## src/rtl/task_reg_bank_pkg.sv

```systemverilog
// Shared types and default addresses for the task request register bank.
// Latency: n/a (types and constants only).
// Backpressure: n/a.
package task_reg_bank_pkg;

    // Per-channel handshake state; encodings are fixed so status decode stays stable.
    typedef enum logic [1:0] {
        IDLE = 2'd0,
        REQ  = 2'd1,
        ACK  = 2'd2
    } chan_state_e;

    localparam int          DEF_N_TASKS  = 16;
    localparam int          DEF_TOUT_W   = 16;
    localparam logic [11:0] DEF_TASK_ADR = 12'hffe;
    localparam logic [11:0] DEF_PEND_ADR = 12'hffd;
    localparam logic [11:0] DEF_STAT_ADR = 12'hffc;

endpackage

```

## src/rtl/task_reg_bank_if.sv

```systemverilog
// Register bus plus per-channel task handshake bundle between bus master, bank and task logic.
// Latency: n/a (wires only).
// Backpressure: none; the task logic throttles each channel through its ack.
interface task_reg_bank_if
    import task_reg_bank_pkg::*;
#(
    parameter int P_N_TASKS = DEF_N_TASKS
);
    logic [11:0]          adr;
    logic                 wr;
    logic [P_N_TASKS-1:0] data;
    logic [P_N_TASKS-1:0] rd_data;
    logic [P_N_TASKS-1:0] req;
    logic [P_N_TASKS-1:0] ack;
    logic [P_N_TASKS-1:0] val;
    logic [P_N_TASKS-1:0] pend;
    logic [P_N_TASKS-1:0] tout;

    // Environment side: drives the bus and the task acknowledges.
    modport master (
        output adr, wr, data, ack,
        input  rd_data, req, val, pend, tout
    );

    // Register bank side.
    modport slave (
        input  adr, wr, data, ack,
        output rd_data, req, val, pend, tout
    );
endinterface

```

## src/rtl/task_chan.sv

```systemverilog
// One task channel: IDLE/REQ/ACK handshake FSM with a one-deep request queue and optional watchdog (TASK_REG_BANK_TIMEOUT_EN).
// Latency: launch visible one edge after the write; req drops one edge after ack rises; idle one edge after ack falls.
// Backpressure: requests during a busy handshake queue one deep and further ones coalesce; REQ holds until ack (or watchdog expiry).
module task_chan
    import task_reg_bank_pkg::*;
#(
    parameter int                  P_TOUT_W = DEF_TOUT_W,
    parameter logic [P_TOUT_W-1:0] P_TOUT   = '1
) (
    input  logic clk,
    input  logic rst,
    input  logic launch_i,
    input  logic ack_i,
    input  logic ack_fall_i,
    input  logic clr_i,
    output logic req_o,
    output logic val_o,
    output logic pend_o,
    output logic tout_o
);
    chan_state_e state_q;
    logic        req_q;
    logic        val_q;
    logic        pend_q;
`ifdef TASK_REG_BANK_TIMEOUT_EN
    logic [P_TOUT_W-1:0] cnt_q;
    logic                tout_q;
`endif

    // Handshake FSM; req/val are registered alongside the state so outputs are glitch-free.
    always_ff @(posedge clk) begin
        if (rst) begin
            state_q <= IDLE;
            req_q   <= 1'b0;
            val_q   <= 1'b0;
            pend_q  <= 1'b0;
`ifdef TASK_REG_BANK_TIMEOUT_EN
            cnt_q   <= '0;
            tout_q  <= 1'b0;
`endif
        end else begin
`ifdef TASK_REG_BANK_TIMEOUT_EN
            // Clear first so that an expiry later in this block overrides it.
            if (clr_i) begin
                tout_q <= 1'b0;
            end
`endif
            case (state_q)
                IDLE: begin
                    // ack while idle is deliberately ignored.
                    if (launch_i) begin
                        state_q <= REQ;
                        req_q   <= 1'b1;
                        val_q   <= 1'b1;
`ifdef TASK_REG_BANK_TIMEOUT_EN
                        cnt_q   <= '0;
`endif
                    end
                end
                REQ: begin
                    if (ack_i) begin
                        // ack beats a watchdog expiry in the same cycle.
                        state_q <= ACK;
                        req_q   <= 1'b0;
                        if (launch_i) begin
                            pend_q <= 1'b1;
                        end
                    end
`ifdef TASK_REG_BANK_TIMEOUT_EN
                    else if (cnt_q == P_TOUT) begin
                        // Abort the stalled handshake and drop any queued request.
                        state_q <= IDLE;
                        req_q   <= 1'b0;
                        val_q   <= 1'b0;
                        pend_q  <= 1'b0;
                        tout_q  <= 1'b1;
                    end
`endif
                    else begin
                        if (launch_i) begin
                            pend_q <= 1'b1;
                        end
`ifdef TASK_REG_BANK_TIMEOUT_EN
                        cnt_q <= cnt_q + 1'b1;
`endif
                    end
                end
                ACK: begin
                    if (ack_fall_i) begin
                        if (pend_q || launch_i) begin
                            // Queued or coincident request relaunches straight away.
                            state_q <= REQ;
                            req_q   <= 1'b1;
                            pend_q  <= 1'b0;
`ifdef TASK_REG_BANK_TIMEOUT_EN
                            cnt_q   <= '0;
`endif
                        end else begin
                            state_q <= IDLE;
                            val_q   <= 1'b0;
                        end
                    end else if (launch_i) begin
                        pend_q <= 1'b1;
                    end
                end
                default: begin
                    state_q <= IDLE;
                    req_q   <= 1'b0;
                    val_q   <= 1'b0;
                    pend_q  <= 1'b0;
                end
            endcase
        end
    end

    assign req_o  = req_q;
    assign val_o  = val_q;
    assign pend_o = pend_q;

`ifdef TASK_REG_BANK_TIMEOUT_EN
    assign tout_o = tout_q;
`else
    // Without the watchdog the clear strobe and limit have no effect.
    logic [P_TOUT_W:0] unused_wd;
    assign unused_wd = {clr_i, P_TOUT};
    assign tout_o    = 1'b0;
`endif

endmodule

```

## src/rtl/task_reg_bank.sv

```systemverilog
// Task request register bank: bus-addressed launch of P_N_TASKS handshake channels with status readback; watchdog under TASK_REG_BANK_TIMEOUT_EN.
// Latency: channel outputs one edge after the triggering write/ack edge; rd_data one edge after adr.
// Backpressure: none on the bus (writes always accepted); per-channel one-deep queue, extra launches coalesce.
module task_reg_bank
    import task_reg_bank_pkg::*;
#(
    parameter int                  P_N_TASKS  = DEF_N_TASKS,
    parameter logic [11:0]         P_TASK_ADR = DEF_TASK_ADR,
    parameter logic [11:0]         P_PEND_ADR = DEF_PEND_ADR,
    parameter logic [11:0]         P_STAT_ADR = DEF_STAT_ADR,
    parameter int                  P_TOUT_W   = DEF_TOUT_W,
    parameter logic [P_TOUT_W-1:0] P_TOUT     = '1
) (
    input  logic           clk,
    input  logic           rst,
    task_reg_bank_if.slave bus
);
    logic                 task_wr;
    logic                 stat_wr;
    logic [P_N_TASKS-1:0] ack_prev_q;
    logic [P_N_TASKS-1:0] ack_fall;
    logic [P_N_TASKS-1:0] rd_data_q;
    logic [P_N_TASKS-1:0] rd_data_d;
    logic [P_N_TASKS-1:0] chan_req;
    logic [P_N_TASKS-1:0] chan_val;
    logic [P_N_TASKS-1:0] chan_pend;
    logic [P_N_TASKS-1:0] chan_tout;

    assign task_wr = bus.wr && (bus.adr == P_TASK_ADR);
`ifdef TASK_REG_BANK_TIMEOUT_EN
    assign stat_wr = bus.wr && (bus.adr == P_STAT_ADR);
`else
    assign stat_wr = 1'b0;
`endif

    assign ack_fall = ack_prev_q & ~bus.ack;

    // Track ack in every state so a falling edge is seen regardless of channel state.
    always_ff @(posedge clk) begin
        if (rst) begin
            ack_prev_q <= '0;
        end else begin
            ack_prev_q <= bus.ack;
        end
    end

    for (genvar i = 0; i < P_N_TASKS; i++) begin : g_chan
        task_chan #(
            .P_TOUT_W (P_TOUT_W),
            .P_TOUT   (P_TOUT)
        ) u_chan (
            .clk        (clk),
            .rst        (rst),
            .launch_i   (task_wr & bus.data[i]),
            .ack_i      (bus.ack[i]),
            .ack_fall_i (ack_fall[i]),
            .clr_i      (stat_wr & bus.data[i]),
            .req_o      (chan_req[i]),
            .val_o      (chan_val[i]),
            .pend_o     (chan_pend[i]),
            .tout_o     (chan_tout[i])
        );
    end

    // Readback source select; unmapped addresses read as zero.
    always_comb begin
        rd_data_d = '0;
        case (bus.adr)
            P_TASK_ADR: rd_data_d = chan_val;
            P_PEND_ADR: rd_data_d = chan_pend;
            P_STAT_ADR: rd_data_d = chan_tout;
            default:    rd_data_d = '0;
        endcase
    end

    // Register the readback so it reflects state as of the previous edge.
    always_ff @(posedge clk) begin
        if (rst) begin
            rd_data_q <= '0;
        end else begin
            rd_data_q <= rd_data_d;
        end
    end

    assign bus.rd_data = rd_data_q;
    assign bus.req     = chan_req;
    assign bus.val     = chan_val;
    assign bus.pend    = chan_pend;
    assign bus.tout    = chan_tout;

endmodule
```

## src/flat_wrapper.sv

```systemverilog
// flat-port wrapper written by rule: the top's interface ports become plain ports
module task_reg_bank_flat import task_reg_bank_pkg::*;
#(
    parameter int                  P_N_TASKS  = DEF_N_TASKS,
    parameter logic [11:0]         P_TASK_ADR = DEF_TASK_ADR,
    parameter logic [11:0]         P_PEND_ADR = DEF_PEND_ADR,
    parameter logic [11:0]         P_STAT_ADR = DEF_STAT_ADR,
    parameter int                  P_TOUT_W   = DEF_TOUT_W,
    parameter logic [P_TOUT_W-1:0] P_TOUT     = '1
)
  (clk, rst, bus_adr, bus_wr, bus_data, bus_ack, bus_rd_data, bus_req, bus_val, bus_pend, bus_tout);
  task_reg_bank_if #(.P_N_TASKS(P_N_TASKS)) bus_i ();
  input  logic clk;
  input  logic rst;
  input wire logic [$bits(bus_i.adr)-1:0] bus_adr;
  input wire logic [$bits(bus_i.wr)-1:0] bus_wr;
  input wire logic [$bits(bus_i.data)-1:0] bus_data;
  input wire logic [$bits(bus_i.ack)-1:0] bus_ack;
  output wire logic [$bits(bus_i.rd_data)-1:0] bus_rd_data;
  output wire logic [$bits(bus_i.req)-1:0] bus_req;
  output wire logic [$bits(bus_i.val)-1:0] bus_val;
  output wire logic [$bits(bus_i.pend)-1:0] bus_pend;
  output wire logic [$bits(bus_i.tout)-1:0] bus_tout;
  assign bus_i.adr = bus_adr;
  assign bus_i.wr = bus_wr;
  assign bus_i.data = bus_data;
  assign bus_i.ack = bus_ack;
  assign bus_rd_data = bus_i.rd_data;
  assign bus_req = bus_i.req;
  assign bus_val = bus_i.val;
  assign bus_pend = bus_i.pend;
  assign bus_tout = bus_i.tout;
  task_reg_bank #(.P_N_TASKS(P_N_TASKS), .P_TASK_ADR(P_TASK_ADR), .P_PEND_ADR(P_PEND_ADR), .P_STAT_ADR(P_STAT_ADR), .P_TOUT_W(P_TOUT_W), .P_TOUT(P_TOUT)) u_core (.clk(clk), .rst(rst), .bus(bus_i));
endmodule
```

## config.mk

```make
export PLATFORM = sky130hd
export DESIGN_NAME = task_reg_bank_flat
export DESIGN_NICKNAME = d
export VERILOG_FILES = /design/src/rtl/task_reg_bank_pkg.sv /design/src/rtl/task_reg_bank_if.sv /design/src/rtl/task_chan.sv /design/src/rtl/task_reg_bank.sv /design/src/flat_wrapper.sv
export SDC_FILE = /design/constraint.sdc
export NUM_CORES = 1
export LEC_CHECK = 0
export ABC_AREA = 1
export BUFFER_PORTS_ARGS = -buffer_cell sky130_fd_sc_hd__clkbuf_2
export CORE_MARGIN = 2
export CORE_UTILIZATION = 45
export DETAILED_ROUTE_END_ITERATION = 12
export GPL_ROUTABILITY_DRIVEN = 0
export PLACE_DENSITY_LB_ADDON = 0.05
export SETUP_SLACK_MARGIN = 0.5
export SLEW_MARGIN = 20
export SYNTH_ARGS = -nofsm -noshare
export SYNTH_HDL_FRONTEND = slang
export SYNTH_SLANG_ARGS = --single-unit
```

## constraint.sdc

```tcl
create_clock -name clk -period 2 [get_ports clk]
set_input_delay 0.3 -clock clk [delete_from_list [all_inputs] [get_ports clk]]
set_output_delay 0.3 -clock clk [all_outputs]
set_load 0.01 [all_outputs]
```

# After elaboration in Yosys (flattened, before gate mapping)
# Cells that the tools add are included.
word_totals:
  output_inout_bits: 80
  in_bits: 47
  elab_cells: 616
  reg_bits: 112
classes:
  eq_ne: 130
  mux: 273
  reduce_logical: 97
  n_bitwise: 50
ops:
  columns: ["operator", "count"]
  rows:
  - ["1-bit two-way mux", 160]
  - ["1-bit case mux with 3 select lines", 48]
  - ["2-bit != test, second input constant", 64]
  - ["4-bit AND reduction", 32]
  - ["2-bit two-way mux", 48]
  - ["2-bit case mux with 3 select lines", 16]
  - ["3-bit != test, second input constant", 16]
  - ["3-bit AND reduction", 16]
  - ["2-bit by 1-bit == test with 1-bit output, second input constant", 16]
  - ["2-bit == test, second input constant", 16]
  - ["2-bit logical NOT", 16]
  - ["2-bit by 1-bit != test with 1-bit output, second input constant", 16]
  - ["1-bit NOT", 32]
  - ["16-bit case mux with 2 select lines", 1]
  - ["2-bit AND reduction", 16]
  - ["12-bit == test, second input constant", 2]
  - ["1-bit bitwise AND", 16]
  - ["16-bit bitwise AND", 1]
  - ["1-bit logical OR", 16]
  - ["16-bit NOT", 1]
  - ["1-bit logical AND", 1]

# Depth between registers and ports, before layout
# Gate-level depths: netlist of the first run.
depth:
  depth_word: 7
  mapped_depth: 12
  mapped_depth_nobuf: 11

# Modules after synthesis
# A second synthesis of the first run with hierarchy kept.
hier_totals:
  hier_cells: 1219
  area_unflattened_um2: 7890.1
by_module_without_submodules:
  columns: ["mod", "seq_area_each_um2", "area_each_um2", "instances", "cells_per_inst"]
  rows:
  - ["task_chan (u_core.g_chan[0].u_chan ...)", 100.1, 385.4, 14, 59]
  - ["task_reg_bank", 640.6, 1717.9, 1, 276]
  - ["task_chan (u_core.g_chan[7].u_chan)", 100.1, 390.4, 1, 59]
  - ["task_chan (u_core.g_chan[2].u_chan)", 100.1, 386.6, 1, 58]

# Least setup slack after synthesis of the first run
# Ideal clock, no wire load.
synth_path:
  kind: "input to register"
  startpoint: "in bus_adr[5]"
  endpoint: "reg u_core.g_chan[7].u_chan.req_q"
  arrival_time_ns: 1.353
  stages: 10
  required_time_ns: 1.883
  setup_slack_ns: 0.530
  n_path_buf: 1
  setup_time_ns: 0.117
  cell_sequence: "nand2_1 nor2_1 nand2_2 nor2_4 buf_12 nand3_4 nand2_4 nand3_4 o21ai_0 nor2_1"
synth_between:
  elab_chain_len: 6
  elab_cells_between_ends: 7
  cone_classes: "eq/ne (3); bitwise (1); reduce/logical (3)"
synth_rtl:
  columns: ["item", "line", "rtl"]
  rows:
  - ["from (decl)", "flat_wrapper.sv:15", "input wire logic [$bits(bus_i.adr)-1:0] bus_adr;"]
  - ["12-bit == test *", "task_reg_bank.sv:29", "assign task_wr = bus.wr && (bus.adr == P_TASK_ADR);"]
  - ["1-bit logical AND *", "task_reg_bank.sv:29", null]
  - ["1-bit bitwise AND *", "task_reg_bank.sv:54", ".launch_i (task_wr & bus.data[i]),"]
  - ["1-bit logical OR", "task_chan.sv:90", "if (pend_q || launch_i) begin"]
  - ["2-bit != test (no source line)", null, null]
  - ["4-bit AND reduction (no source line) *", null, null]
  - ["to (signal assigned)", "task_chan.sv:64", "req_q <= 1'b0;"]
  - ["to (signal assigned)", "task_chan.sv:93", "req_q <= 1'b1;"]
  - ["to (signal assigned)", "task_chan.sv:108", "req_q <= 1'b0;"]
  - ["to (decl)", "task_chan.sv:22", "logic req_q;"]
# Every way passes the cells marked *; elsewhere a longest branch is shown, timed or not.
# A chain may end at the register's enable or synchronous reset.

# Worst setup path after layout of the first run
layout_path:
  startpoint: "reg u_core.g_chan[15].u_chan.state_q[0]"
  endpoint: "reg u_core.g_chan[15].u_chan.req_q"
layout_between:
  elab_chain_len: 3
  elab_cells_between_ends: 9
  cone_classes: "eq/ne (6); mux (1); reduce/logical (2)"
layout_rtl:
  columns: ["item", "line", "rtl"]
  rows:
  - ["from (decl)", "task_chan.sv:21", "chan_state_e state_q;"]
  - ["from (signal assigned)", "task_chan.sv:33", "state_q <= IDLE;"]
  - ["from (signal assigned)", "task_chan.sv:52", "state_q <= REQ;"]
  - ["from (signal assigned)", "task_chan.sv:63", "state_q <= ACK;"]
  - ["2-bit == test, or another cell as far along", "task_chan.sv:48", "case (state_q)"]
  - ["2-bit != test (no source line) or 2-bit by 1-bit != test with 1-bit output (tied branches)", null, null]
  - ["4-bit AND reduction (no source line)", null, null]
  - ["to (signal assigned)", "task_chan.sv:34", "req_q <= 1'b0;"]
  - ["to (signal assigned)", "task_chan.sv:53", "req_q <= 1'b1;"]
  - ["to (signal assigned)", "task_chan.sv:64", null]
  - ["to (decl)", "task_chan.sv:22", null]
# Several ways; a longest one is shown, not always the timed one.

==> results of run 1 <==
-- logic make-up (layout without fill, tap and decap cells) --
kind of cell               count (synthesis)  in the layout  synth area share
and+or+nand+nor                          505            505             0.328
adders and majority gates                 64             64             0.110
AOI/OAI and AO/OA                        120            120            0.0903
other                                      1             16          0.000515
buffers and inverters                    241            303             0.164
DFF                                      112            112             0.308
-- through the flow --
stage                     power [mW]  hold slack [ns]  instance area [µm²]   util
after floorplan                 6.84            0.436                 7340      -
after global placement          7.43            0.455                 7660  0.484
after detailed placement        7.41            0.461                 7660  0.484
after CTS                       9.34            0.167                 7970  0.504
after global routing            10.5            0.185                 8250  0.521
final                           9.57            0.179                 8250  0.521
-- area by class of cell --
class	count	share of cell area
Tap cell	216	0.0328
Clock buffer	10	0.0278
Clock inverter	4	0.00577
Timing Repair Buffer	130	0.0921
Inverter	159	0.0724
Multi-Input combinational cell	705	0.495
Sequential cell	112	0.274
-- synthesized netlist by cell type (all sizes together) --
cell,count
a21oi,80
nand3,60
nand4,23
inv,159
clkbuf,9
a21boi,13
nor3,6
nor4,1
o21ai,26
nor2,179
o31ai,1
ha,64
nand2,236
conb,1
buf,73
dfxtp,112
-- worst reg2reg max path, stage by stage, from the launching register on --
cell	delay, ns
dfxtp_2	0.33
inv_1	0.10
ha_2	0.21
inv_2	0.05
nor2_2	0.14
nor2_1	0.08
o21ai_2	0.21
nor2_1	0.06
nor2_1	0.09
nor2_1	0.05
-- worst min-delay path by stage --
stage | from | endpoint | cells after the start
finish | bus_ack[4] | u_core.ack_prev_q[4] | 3
global route | bus_ack[9] | u_core.ack_prev_q[9] | 3
CTS | bus_ack[9] | u_core.ack_prev_q[9] | 3
detailed placement | u_core.g_chan[9].u_chan.req_o | u_core.g_chan[9].u_chan.req_o | 2
global placement | u_core.g_chan[6].u_chan.req_o | u_core.g_chan[6].u_chan.req_o | 2
floorplan | bus_ack[0] | u_core.ack_prev_q[0] | 2
-- state kept, by name, indices dropped and copies added, names as in the netlist --
register,cells
u_core.g_chan.u_chan.state_q,32
u_core.ack_prev_q,16
u_core.bus.rd_data,16
u_core.g_chan.u_chan.pend_o,16
u_core.g_chan.u_chan.req_o,16
u_core.g_chan.u_chan.val_o,16
-- repair_timing --
item,4_1_cts,5_1_grt
buffers inserted,1,10
endpoints found under the setup margin,14,61
cloned,0,1
pin swaps,1,15
resized for setup,14,71
-- power by group --
| part | total [mW] | leakage (nW) | switching [mW] | internal (mW) |
|---|---|---|---|---|
| clock network | 1.79 | 0.134 | 0.832 | 0.956 |
| registers | 3.28 | 0.922 | 0.470 | 2.81 |
| logic | 4.51 | 2.87 | 2.69 | 1.81 |
| total | 9.57 | 3.93 | 3.99 | 5.58 |
-- per-layer routing --
metal | vias to the layer above | track usage | share of wire
met5 | - | 0 | 0
met4 | 0 | 0.0646 | 0.016
met3 | 13 | 0.0285 | 0.030
met2 | 88 | 0.277 | 0.44
met1 | 2664 | 0.242 | 0.51
li1 | 3306 | - | -
==> results.json, run 1 <==
{
  "antenna_found_initial": 0,
  "critPathMaxStageDelay_ns": 0.33,
  "layout_commonest_cell": "nand2_1",
  "p_leak_nw": 3.93,
  "status": "finished, final reports clean",
  "cp-endpoint": "u_core.g_chan[15].u_chan.req_o",
  "fmax_ghz": 0.696,
  "clk_pin_slew_ns": 0.07,
  "yosysTopAreaCellShare": 0.308,
  "cp_top_family": "simple AND/OR/NAND/NOR gates",
  "rsz0062_at_grt": "yes",
  "portBuffers": 110,
  "multi_input_area_um2": 4080,
  "crit_start": "u_core.g_chan[15].u_chan.state_q[0]",
  "placementRows": 46,
  "path_buf_inv": 2,
  "htreeDepth": 3,
  "grt_pass1_vias": 5374,
  "hpwlAfterDp_um": 11000,
  "initial_utilization": 0.460,
  "slowest_stage": "dfxtp_2",
  "viasPerCell": 4.54,
  "tns_ns": 0,
  "drt_iter0_drc": 205,
  "synth.distinct_cells": 33,
  "yosysSeqAreaShare": 0.308,
  "cts_made_buffers": 9,
  "fp.dieH_um": 131,
  "grt_pass1_wl_um": 25000,
  "cp.arrival_ns": 1.68,
  "clock_sinks": 112,
  "crit_cells": 9,
  "wl_um": 15400,
  "stdcell_count": 1336,
  "mostFrequentLayoutCells": "212 x nand2_1, 153 x nor2_1, 149 x inv_1",
  "grt_overflow_total": 0,
  "fin_skew_ns": 0.00974,
  "crit_path_end_kind": "flop",
  "grt_max_degree": 45,
  "pin_count": 127,
  "synth-seq-cells": 112,
  "crit_type": "flop to flop",
  "tritoncts": "yes",
  "layout_setup_ws_ns": 0.564,
  "drtAntennaViolNets": 0,
  "fin_crit_ns": 1.44,
  "drive_gt1_frac": 0.240,
  "min_period_over_period": 0.718,
  "cpMostUsedCell": "nor2_1",
  "vias": 6071,
  "netlist_area_um2": 7290,
  "worst-r2r-setup-slack_ns": 0.56,
  "avgSynthCellArea_um2": 6.99,
  "syn_to_final_growth_pct": 13.2,
  "nets": 1228,
  "hold_viol": 0,
  "clk_latency_ns": 0.36,
  "core-area_um2": 15800,
  "fillers": 1615,
  "regArea_um2": 2260,
  "crit_path_start_kind": "flop",
  "ir_worst_vdd_mv": 0.615,
  "max_cap_violations": 0,
  "crit_fanout": 4,
  "dp_cells": 1310,
  "cp_cell_sequence": "inv_1 > ha_2 > inv_2 > nor2_2 > nor2_1 > o21ai_2 > nor2_1 > nor2_1 > nor2_1",
  "finalSetupViolCount": 0,
  "firstDrtPassIters": 4,
  "dieWidth_um": 131,
  "finalMaxSlewViolations": 0,
  "r2r_start": "u_core.g_chan[15].u_chan.state_q[0]",
  "reg2reg_depth": 9,
  "clock_path_buffers": 2,
  "tightest_slew_ns": 0.579,
  "num_antenna_cells": 0,
  "timing.rr.end": "u_core.g_chan[15].u_chan.req_o",
  "required_ns": 2.24,
  "dpl_worst_slack_ns": 0.145,
  "grt_usage": 0.175,
  "postCtsHoldBufs": 0,
  "synthTopCellsByArea": "dfxtp_1 31%, nand2_1 11%, ha_1 11%",
  "yosys_warnings": 0,
  "dieArea_um2": 17200,
  "syn_inst": 1043,
  "route.detailed.wl_per_inst_um": 11.5,
  "min_path_type": "input port to flop",
  "synth_top_cell_by_area": "dfxtp_1",
  "power_density_nw_per_um2": 1160,
  "cts.root.buffer_cell": "clkbuf_16",
  "drc": 0,
  "slew-limit-headroom": 0.614
}
Power figures use the tool's default switching activity.
==> run 2, diff against run 1 <==
==> constraint.sdc (replaced) <==
create_clock -name clk -period 1.3 [get_ports clk]
set_input_delay 0.195 -clock clk [delete_from_list [all_inputs] [get_ports clk]]
set_output_delay 0.195 -clock clk [all_outputs]
set_load 0.01 [all_outputs]
==> results.json, run 2 (synthesized netlist as in run 1, its figures left out) <==
{
  "regArea_um2": 2410,
  "max_cap_violations": 0,
  "syn_to_final_growth_pct": 57.0,
  "r2r_start": "u_core.g_chan[14].u_chan.state_q[0]",
  "drt_iter0_drc": 227,
  "violations": "setup timing",
  "wl_um": 19200,
  "cp.arrival_ns": 1.57,
  "layout_setup_ws_ns": -0.0282,
  "route.detailed.wl_per_inst_um": 13.0,
  "ir_worst_vdd_mv": 0.964,
  "finalMaxSlewViolations": 0,
  "drive_gt1_frac": 0.577,
  "slowest_stage": "dfxtp_2",
  "min_from": "bus_ack[2]",
  "grt_pass1_vias": 6671,
  "num_antenna_cells": 0,
  "mostFrequentLayoutCells": "152 x nand2_1, 127 x nor2_1, 123 x buf_4",
  "grt_pass1_wl_um": 30600,
  "pin_count": 127,
  "grt_usage": 0.213,
  "drtAntennaViolNets": 0,
  "nets": 1370,
  "critPathMaxStageDelay_ns": 0.34,
  "p_leak_nw": 5.19,
  "grt_max_degree": 45,
  "crit_start": "u_core.g_chan[14].u_chan.state_q[0]",
  "multi_input_area_um2": 5400,
  "layout_commonest_cell": "nand2_1",
  "grt_overflow_total": 0,
  "clk_latency_ns": 0.36,
  "max_flop_register": "u_core.g_chan.u_chan.state_q",
  "crit_fanout": 4,
  "min_period_over_period": 1.02,
  "initial_utilization": 0.460,
  "placementRows": 46,
  "clk_pin_slew_ns": 0.08,
  "clock_path_buffers": 2,
  "vias": 7033,
  "status": "finished, violations left",
  "fin_crit_ns": 1.33,
  "antenna_found_initial": 0,
  "crit_path_start_kind": "flop",
  "finalInstanceArea_um2": 11400,
  "portBuffers": 110,
  "hpwlAfterDp_um": 12200,
  "tns_ns": -0.0374,
  "cts_made_buffers": 9,
  "core-area_um2": 15800,
  "dieWidth_um": 131,
  "postCtsHoldBufs": 0,
  "fp.dieH_um": 131,
  "required_ns": 1.55,
  "fillers": 1263,
  "fin_skew_ns": 0.00629,
  "power_density_nw_per_um2": 1760,
  "rsz0062_at_grt": "yes",
  "crit_path_end_kind": "flop",
  "finalSetupViolCount": 3,
  "cpMostUsedCell": "nor2_1",
  "power_mw": 20.1,
  "dpl_worst_slack_ns": -0.303,
  "tritoncts": "yes",
  "viasPerCell": 4.76,
  "fmax_ghz": 0.753,
  "largest_reg_flops": 32,
  "hold_viol": 0,
  "min_path_type": "input port to flop",
  "dieArea_um2": 17200,
  "clock_sinks": 112,
  "placed_cell_area_um2": 8590,
  "firstDrtPassIters": 4,
  "drc": 0,
  "htreeDepth": 3,
  "crit_type": "flop to flop",
  "cts.root.buffer_cell": "clkbuf_16",
  "cp_cell_sequence": "inv_2 > ha_4 > inv_4 > nor2_4 > nor2_4 > o21ai_4 > nor2_1 > nor2_1 > nor2_1"
}
run 2: cell count changes in the layout (fill, tap and decap cells not counted), sizes merged:
cell / delta
clkinv: -1
bufbuf: +1
clkinvlp: -1
buf: +213
bufinv: +1
clkbuf: -70
run 2: final timing paths:
check / endpoint / slack [ns] / cells past startpoint
worst max register to register: u_core.g_chan[14].u_chan.req_o / -0.03 / 9
worst max-delay path: u_core.g_chan[14].u_chan.req_o / -0.03 / 9
worst min-delay path: u_core.g_chan[2].u_chan.state_q[1] / 0.08 / 3
worst min register to register: u_core.g_chan[1].u_chan.req_o / 0.48 / 2
run 2: layout make-up:
| type | instances | share of cell area |
|---|---|---|
| multi-input cells | 705 | 0.472 |
| flip-flops and latches | 112 | 0.211 |
| repair buffers | 272 | 0.208 |
| inverters | 159 | 0.0572 |
| well taps | 216 | 0.0236 |
| clock buffers | 12 | 0.0224 |
| clock inverters | 3 | 0.00569 |
run 2: worst max-delay path, delay by kind of cell, from the launching register on:
| kind | cells | cell delay [ns] |
|---|---|---|
| fa+ha+maj | 1 | 0.15 |
| flops | 1 | 0.34 |
| compound gates | 1 | 0.19 |
| buf+inv | 2 | 0.12 |
| simple gates | 5 | 0.43 |
run 2: metrics by stage:
stage / cells / util / hold WS, ns
2_1_floorplan: 1058 / - / 0.331
3_3_place_gp: 1399 / 0.543 / 0.432
3_5_place_dp: 1399 / 0.543 / 0.438
4_1_cts: 1460 / 0.663 / 0.0709
5_1_grt: 1479 / 0.723 / 0.0880
6_report: 1479 / 0.723 / 0.0780
run 2: metal layers:
| metal | routed length [µm] | GRT usage | vias up | part of all wire |
|---|---|---|---|---|
| met5 | 0 | 0 | - | 0 |
| met4 | 226 | 0.0580 | 0 | 0.012 |
| met3 | 678 | 0.0343 | 19 | 0.035 |
| met2 | 9970 | 0.383 | 127 | 0.52 |
| met1 | 8290 | 0.264 | 3267 | 0.43 |
| li1 | - | - | 3620 | - |
run 2: repair_timing:
item	CTS	global route
setup endpoints to repair	160	160
cloned	1	0
resized for setup	375	252
hold endpoints to repair	0	0
pin swaps	145	95
buffers inserted	45	19
run 2: where the power goes:
group,total [mW],switching (mW),internal [mW]
registers,5.39,0.865,4.53
clock network,3.11,1.32,1.79
logic,11.6,5.79,5.79
